==> config.mk <==
export PLATFORM = sky130hd
export DESIGN_NAME = lut_mem_loader_flat
export DESIGN_NICKNAME = d
export VERILOG_FILES = /design/src/rtl/lut_mem_loader_if.sv /design/src/rtl/lut_mem_loader.sv /design/src/flat_wrapper.sv
export SDC_FILE = /design/constraint.sdc
export NUM_CORES = 1
export LEC_CHECK = 0
export CELL_PAD_IN_SITES_DETAIL_PLACEMENT = 1
export CELL_PAD_IN_SITES_GLOBAL_PLACEMENT = 2
export CORE_ASPECT_RATIO = 0.9
export CORE_MARGIN = 2
export CORE_UTILIZATION = 27
export DETAILED_ROUTE_END_ITERATION = 10
export HOLD_SLACK_MARGIN = 0.15
export PLACE_DENSITY_LB_ADDON = 0.3
export SYNTH_ARGS = -nofsm -noshare
export SYNTH_HDL_FRONTEND = slang
export SYNTH_SLANG_ARGS = --single-unit
==> constraint.sdc <==
create_clock -name clk -period 2.6 [get_ports clk]
set_input_delay 0.52 -clock clk [delete_from_list [all_inputs] [get_ports clk]]
set_output_delay 0.52 -clock clk [all_outputs]
set_load 0.01 [all_outputs]
==> src/rtl/lut_mem_loader_if.sv <==
// Source stream and unit config-port signals for lut_mem_loader.
// master = loader side, slave = host stream plus target unit.
interface lut_mem_loader_if #(
  parameter int DATA_W = 32,
  parameter int ADDR_W = 9
);
  logic                  s_valid;
  logic [DATA_W-1:0]     s_data;
  logic                  s_ready;
  logic                  m_valid;
  logic [ADDR_W-1:0]     m_addr;
  logic [DATA_W/8-1:0]   m_wstrb;
  logic [DATA_W-1:0]     m_wdata;
  logic                  m_ready;
  logic [DATA_W-1:0]     m_rdata;

  modport master (
    input  s_valid, s_data,
    input  m_ready, m_rdata,
    output s_ready,
    output m_valid, m_addr,
    output m_wstrb, m_wdata
  );

  modport slave (
    output s_valid, s_data,
    output m_ready, m_rdata,
    input  s_ready,
    input  m_valid, m_addr,
    input  m_wstrb, m_wdata
  );
endinterface

==> src/rtl/lut_mem_loader.sv <==
// Streams source words into consecutive unit table addresses.
// Define LUT_LOADER_VERIFY_EN to add an XOR-checksum readback pass.
module lut_mem_loader #(
  parameter int DATA_W = 32,
  parameter int ADDR_W = 9,
  parameter int LEN_W  = 10
) (
  input  logic              clk,
  input  logic              rst,
  input  logic              start,
  input  logic [ADDR_W-1:0] base_addr,
  input  logic [LEN_W-1:0]  length,
  output logic              busy,
  output logic              done,
  output logic              error,
  lut_mem_loader_if.master  bus
);
  localparam int STRB_W = DATA_W / 8;

`ifdef LUT_LOADER_VERIFY_EN
  typedef enum logic [2:0] {
    IDLE, FETCH, WRITE, READ, FINISH
  } state_t;
`else
  typedef enum logic [1:0] {
    IDLE, FETCH, WRITE, FINISH
  } state_t;
`endif

  state_t              state;
  logic [ADDR_W-1:0]   base_q;
  logic [LEN_W-1:0]    len_q;
  logic [LEN_W-1:0]    idx;
  logic                last;
  logic                m_valid;
  logic [ADDR_W-1:0]   m_addr;
  logic [STRB_W-1:0]   m_wstrb;
  logic [DATA_W-1:0]   m_wdata;

  assign last        = (idx == len_q - LEN_W'(1));
  assign bus.s_ready = (state == FETCH);
  assign bus.m_valid = m_valid;
  assign bus.m_addr  = m_addr;
  assign bus.m_wstrb = m_wstrb;
  assign bus.m_wdata = m_wdata;

`ifdef LUT_LOADER_VERIFY_EN
  logic [DATA_W-1:0] wr_chk;
  logic [DATA_W-1:0] rd_chk;
  logic              err_q;
  assign error = err_q;
`else
  logic unused_rdata;
  assign unused_rdata = ^bus.m_rdata;
  assign error = 1'b0;
`endif

  always_ff @(posedge clk or negedge rst) begin
    if (!rst) begin
      state   <= IDLE;
      base_q  <= '0;
      len_q   <= '0;
      idx     <= '0;
      busy    <= 1'b0;
      done    <= 1'b0;
      m_valid <= 1'b0;
      m_addr  <= '0;
      m_wstrb <= '0;
      m_wdata <= '0;
`ifdef LUT_LOADER_VERIFY_EN
      wr_chk  <= '0;
      rd_chk  <= '0;
      err_q   <= 1'b0;
`endif
    end else begin
      done <= 1'b0;
      unique case (state)
        IDLE: begin
          if (start) begin
            base_q <= base_addr;
            len_q  <= length;
            idx    <= '0;
            busy   <= 1'b1;
`ifdef LUT_LOADER_VERIFY_EN
            wr_chk <= '0;
            rd_chk <= '0;
            err_q  <= 1'b0;
`endif
            state  <= (length == '0) ? FINISH : FETCH;
          end
        end
        FETCH: begin
          if (bus.s_valid) begin
            m_valid <= 1'b1;
            m_addr  <= base_q + ADDR_W'(idx);
            m_wstrb <= '1;
            m_wdata <= bus.s_data;
            state   <= WRITE;
          end
        end
        WRITE: begin
          if (bus.m_ready) begin
            m_valid <= 1'b0;
            idx     <= idx + LEN_W'(1);
`ifdef LUT_LOADER_VERIFY_EN
            wr_chk  <= wr_chk ^ m_wdata;
`endif
            if (last) begin
`ifdef LUT_LOADER_VERIFY_EN
              // Readback pass restarts at base with a read strobe
              idx     <= '0;
              m_valid <= 1'b1;
              m_wstrb <= '0;
              m_addr  <= base_q;
              state   <= READ;
`else
              state   <= FINISH;
`endif
            end else begin
              state <= FETCH;
            end
          end
        end
`ifdef LUT_LOADER_VERIFY_EN
        READ: begin
          if (bus.m_ready) begin
            rd_chk <= rd_chk ^ bus.m_rdata;
            idx    <= idx + LEN_W'(1);
            if (last) begin
              m_valid <= 1'b0;
              state   <= FINISH;
            end else begin
              m_addr <= base_q
                + ADDR_W'(idx + LEN_W'(1));
            end
          end
        end
`endif
        FINISH: begin
          done  <= 1'b1;
          busy  <= 1'b0;
          state <= IDLE;
`ifdef LUT_LOADER_VERIFY_EN
          err_q <= (rd_chk != wr_chk);
`endif
        end
        default: state <= IDLE;
      endcase
    end
  end
endmodule

==> src/flat_wrapper.sv <==
// flat-port wrapper written by rule: the top's interface ports become plain ports
module lut_mem_loader_flat 
#(
  parameter int DATA_W = 32,
  parameter int ADDR_W = 9,
  parameter int LEN_W  = 10
)
  (clk, rst, start, base_addr, length, busy, done, error, bus_s_valid, bus_s_data, bus_m_ready, bus_m_rdata, bus_s_ready, bus_m_valid, bus_m_addr, bus_m_wstrb, bus_m_wdata);
  lut_mem_loader_if #(.DATA_W(DATA_W), .ADDR_W(ADDR_W)) bus_i ();
  input  logic clk;
  input  logic rst;
  input  logic start;
  input  logic [ADDR_W-1:0] base_addr;
  input  logic [LEN_W-1:0] length;
  output logic busy;
  output logic done;
  output logic error;
  input wire logic [$bits(bus_i.s_valid)-1:0] bus_s_valid;
  input wire logic [$bits(bus_i.s_data)-1:0] bus_s_data;
  input wire logic [$bits(bus_i.m_ready)-1:0] bus_m_ready;
  input wire logic [$bits(bus_i.m_rdata)-1:0] bus_m_rdata;
  output wire logic [$bits(bus_i.s_ready)-1:0] bus_s_ready;
  output wire logic [$bits(bus_i.m_valid)-1:0] bus_m_valid;
  output wire logic [$bits(bus_i.m_addr)-1:0] bus_m_addr;
  output wire logic [$bits(bus_i.m_wstrb)-1:0] bus_m_wstrb;
  output wire logic [$bits(bus_i.m_wdata)-1:0] bus_m_wdata;
  assign bus_i.s_valid = bus_s_valid;
  assign bus_i.s_data = bus_s_data;
  assign bus_i.m_ready = bus_m_ready;
  assign bus_i.m_rdata = bus_m_rdata;
  assign bus_s_ready = bus_i.s_ready;
  assign bus_m_valid = bus_i.m_valid;
  assign bus_m_addr = bus_i.m_addr;
  assign bus_m_wstrb = bus_i.m_wstrb;
  assign bus_m_wdata = bus_i.m_wdata;
  lut_mem_loader #(.DATA_W(DATA_W), .ADDR_W(ADDR_W), .LEN_W(LEN_W)) u_core (.clk(clk), .rst(rst), .start(start), .base_addr(base_addr), .length(length), .busy(busy), .done(done), .error(error), .bus(bus_i));
endmodule
==> Word-level counts from Yosys, hierarchy flattened <==
Index checks and enable logic that the tools add are counted.
{ "word_totals": {"regBits": 76, "inputBits": 88, "out_inout_bits": 50, "elab_cells": 46} }
{ "op_classes": {"addsub": 3, "n_eq_ne": 7, "mux": 15, "reduce_logical": 11} }
{ "op_table": {"columns": ["cell", "count"], "rows": [
  ["10-bit two-way mux", 2],
  ["10-bit one-hot mux with 2 select lines", 1],
  ["10-bit by 1-bit adder with 10-bit output, second input constant", 1],
  ["10-bit == test", 1],
  ["10-bit logical NOT", 1],
  ["2-bit two-way mux", 5],
  ["10-bit by 1-bit subtractor with 10-bit output, second input constant", 1],
  ["9-bit adder", 1],
  ["3-bit AND reduction", 3],
  ["2-bit one-hot mux with 4 select lines", 1],
  ["2-bit inequality test, second input constant", 3],
  ["2-bit AND reduction", 3],
  ["2-bit nonzero test", 3],
  ["2-bit == test, second input constant", 2],
  ["1-bit two-way mux", 4],
  ["1-bit one-hot mux with 2 select lines", 2],
  ["2-bit by 1-bit == test with 1-bit output, second input constant", 1],
  ["2-bit logical NOT", 1]
]} }

==> Logic depth before layout (Yosys ltp) <==
{ "logic_depth": {"depth_word": 5, "ltp_mapped": 9, "depth_no_buf": 9} }

==> Least setup slack after synthesis <==
No wires, ideal clock.
{ "synth_timing": {"path_type": "register to register", "from": "reg u_core.len_q[0]", "to": "reg u_core.state[1]", "setup_time_ns": 0.087, "t_arrival_ns": 1.892, "setup_slack_ns": 0.621, "path_stages_with_launch": 7, "n_path_buf": 1, "cell_sequence": "dfrtp_1 > or4_4 > buf_6 > or4_1 > a21oi_1 > o311ai_1 > a22oi_1"} }
{ "synth_via": {"elab_chain_len": 5} }
{ "synth_lines": {"columns": ["element", "line_no", "source"], "rows": [
  ["from (decl)", "lut_mem_loader.sv:32", "logic [LEN_W-1:0] len_q;"],
  ["from (signal assigned)", "lut_mem_loader.sv:81", "len_q <= length;"],
  ["10-bit by 1-bit subtractor with 10-bit output", "lut_mem_loader.sv:40", "assign last = (idx == len_q - LEN_W'(1));"],
  ["10-bit == test", "lut_mem_loader.sv:40", null],
  ["2-bit two-way mux", "lut_mem_loader.sv:108", "if (last) begin"],
  ["2-bit two-way mux", "lut_mem_loader.sv:102", "if (bus.m_ready) begin"],
  ["2-bit one-hot mux with 4 select lines", "lut_mem_loader.sv:77", "unique case (state)"],
  ["to (signal assigned)", "lut_mem_loader.sv:89", "state <= (length == '0) ? FINISH : FETCH;"],
  ["to (decl)", "lut_mem_loader.sv:30", "state_t state;"]
]} }
No other way between the ends. The select of a mux whose other input is x is not followed.
A chain may end at the register's enable or synchronous reset.

==> Worst setup path in the final report <==
{ "layout_timing": {"from": "reg u_core.state[1]", "to": "out bus_s_ready"} }
{ "layout_via": {"elab_chain_len": 1} }
{ "layout_lines": {"columns": ["element", "line_no", "source"], "rows": [
  ["2-bit by 1-bit == test with 1-bit output", "lut_mem_loader.sv:41", "assign bus.s_ready = (state == FETCH);"],
  ["to (decl)", "flat_wrapper.sv:22", "output wire logic [$bits(bus_i.s_ready)-1:0] bus_s_ready;"]
]} }
No other way between the ends.

==> impl_metrics.toml <==
[outcome]
status = "finished, final reports clean"

[critical_path]
startpoint = "u_core.state[1]"
cp.required_ns = 2.08
path_max_fanout = 13
cpPeakStageDelay_ns = 0.59
worst_path_max_delay_cell = "clkdlybuf4s50_1"
path_cells = "nor2b_1, clkdlybuf4s50_1"
cp.arrival_ns = 1.75
r2r_start = "u_core.idx[0]"
cp_num_buf_inv = 1
timing_worst_setup_path_type = "register to primary output"
r2r_cells = 9
path_depth = 2
critical_path.top_delay_family = "buffers and inverters"
crit_path_end_kind = "primary output"
startpoint_type = "register"

[sta]
slew_violations = 0
worstMarginPinSlew_ns = 0.483
hold_viol = 0
setup_viol = 0
rsz0062_at_grt = "no"
tns_ns = 0
fmax_ghz = 0.440
final.min_clock_period_ns = 2.27
finalCritPeriodShare_pct = 87.5
clock_skew_ns = 0.00781
slew_headroom_pct = 67.3

[synthesis]
netlist_instances = 317
synth.cell_area_sq_mm = 0.00366
yosysWarnings = 0
synth_edf_count = 0
syn_avg_cell_area_sq_um = 11.6
synth_seq_cells = 76
synthesis.nets = 416
ys_types = 45
ys_async_sr_fraction_pct = 100
synthFlopType = "dfrtp_1"
ys_seq_area_share_pct = 51.9

[floorplan]
ios = 138
placementRows = 40
start_util_pct = 27.5
die_w_um = 127
core_area_sq_mm = 0.0133
fp.dieH_um = 114
die_area_sq_mm = 0.0145

[global_routing]
grt_max_degree = 51
grt_usage_pct = 13.1
grt_pass1_vias = 2955
antenna_found_initial = 0
grt_pass1_wl_mm = 14.9
grt_overflow_total = 0

[hold_path]
hold_path.class = "register to register"
worstHoldStart = "u_core.bus.m_addr[4]"
whs_path_depth = 2

[route]
first_pass_iters = 4
antenna_left = 0
vias = 2718
wirelength_mm = 8.96
wl_per_cell_um = 15.0
viasPerCell = 4.55
drt_iter0_markers = 120
drc = 0

[power]
p_leak_nw = 2.17
cellPowerDensity_mw_per_mm2 = 1110
ir_worst_vdd_v = 0.000461
finalPower_mw = 5.80

[layout]
fin_area_sq_mm = 0.00522
areaGrowthSynthToFinish_pct = 42.5
diodes = 0
nNetsFinal = 524
stdcell_count = 598
drive_gt1_share_pct = 18.8
most-common-layout-cells = "103 x clkdlybuf4s50_1, 76 x dfrtp_1, 49 x mux2_2"
final_common_cell = "clkdlybuf4s50_1"
fill_cells = 1478

[cts]
numCtsBuffers = 9
ctsResizeCount = 0
cts_tree = "yes"
cts_setup_buffers = 0
cts_buffer_depth = 2
htreeDepth = 3
root_buffer = "clkbuf_16"
path_clk_slew_ns = 0.06
cts_sinks = 76
clk_latency_ns = 0.34

[placed_design]
numPlacedInstances = 581
place_congestion = 0.759
portBuffers = 104
place_area_sq_mm = 0.00492
hpwlAfterDp_mm = 6.74

[job]
cap_violations = 0
area by class of cell:
type,count,area (sq um),share of cell area (%)
Timing Repair Buffer,113,1130,21.7
Tap cell,168,210,4.03
Multi-Input combinational cell,213,1640,31.4
Clock inverter,6,47.5,0.911
Sequential cell,76,1900,36.5
Clock buffer,10,239,4.58
Inverter,12,45.0,0.863
synth_stat cells, types with 3 or more instances:
library cell  instances  area, sq um
clkbuf_1              8         30.0
buf_1                 3         11.3
inv_1                12         45.0
nor3b_1               3         22.5
buf_4                 4         30.0
nand3_1               5         25.0
mux2_2               49          552
a21oi_1               9         45.0
nand2_1              24         90.1
nor2_1               15         56.3
dfrtp_1              76         1900
xnor2_1              15          131
nor4_1                5         31.3
o21ai_0              23          115
xor2_1               13          114
nor3_1                7         35.0
nand2b_1              3         18.8
ha_1                 10          125
final timing paths:
path / slack (ns) / to
worst max-delay path: 0.33 / bus_s_ready
max in group asynchronous: 1.31 / u_core.base_q[1]
worst max register to register: 0.38 / u_core.bus.m_addr[8]
worst min-delay path: 0.48 / u_core.bus.m_addr[4]
min in group asynchronous: 0.67 / u_core.done
worst min register to register: 0.48 / u_core.bus.m_addr[4]
layer usage:
metal | GRT usage (%) | part of all wire (%) | vias to the layer above
met2 | 21.4 | 49 | 51
met1 | 16.5 | 45 | 1349
met3 | 3.60 | 4.2 | 9
met5 | 0 | 0 | -
li1 | - | - | 1309
met4 | 5.05 | 1.6 | 0
tightest hold or removal path: stages (launching register included):
cell,delay (ns)
dfrtp_1,0.34
nand2_1,0.05
o21ai_0,0.06
through the flow:
stage | setup WS, ns | util, % | hold slack (ns)
global placement | 0.291 | 37.0 | 0.470
floorplan | 0.621 | - | 0.224
global route | 0.134 | 39.2 | 0.512
detailed placement | 0.271 | 37.0 | 0.470
finish | 0.325 | 39.2 | 0.481
CTS | 0.275 | 39.2 | 0.484
where the power goes:
group | leakage (nW) | internal, mW | switching (mW) | total, mW
clock network | 0.139 | 0.679 | 0.516 | 1.19
logic | 1.11 | 1.47 | 1.06 | 2.53
registers | 0.926 | 1.71 | 0.374 | 2.08
total | 2.17 | 3.85 | 1.95 | 5.80
kinds of logic (layout without fill, tap and decap cells):
| group | count (synthesis) | after routing | share of synthesized area [%] |
|---|---|---|---|
| other | 1 | 1 | 0.102 |
| flip-flops | 76 | 76 | 51.9 |
| buffers and inverters | 28 | 141 | 3.48 |
| AO/OA/AOI/OAI | 46 | 46 | 7.31 |
| AND/OR/NAND/NOR | 77 | 77 | 11.2 |
| XOR/XNOR | 28 | 28 | 6.70 |
| adder cells (fa/ha/maj) | 11 | 11 | 3.96 |
| multiplexers | 50 | 50 | 15.3 |
sequential cells by signal, summed over array words and instances (netlist names):
| register | cells |
|---|---|
| u_core.bus.m_wstrb | 1 |
| u_core.len_q | 10 |
| u_core.idx | 10 |
| u_core.bus.m_valid | 1 |
| u_core.busy | 1 |
| u_core.base_q | 9 |
| u_core.done | 1 |
| u_core.state | 2 |
| u_core.bus.m_wdata | 32 |
| u_core.bus.m_addr | 9 |
repair_timing:
action / CTS / global route
hold endpoints to repair: 28 / 0
setup endpoints to repair: 0 / 0
hold buffers: 1 / 0
No activity file was read; power rests on OpenSTA's default activity.
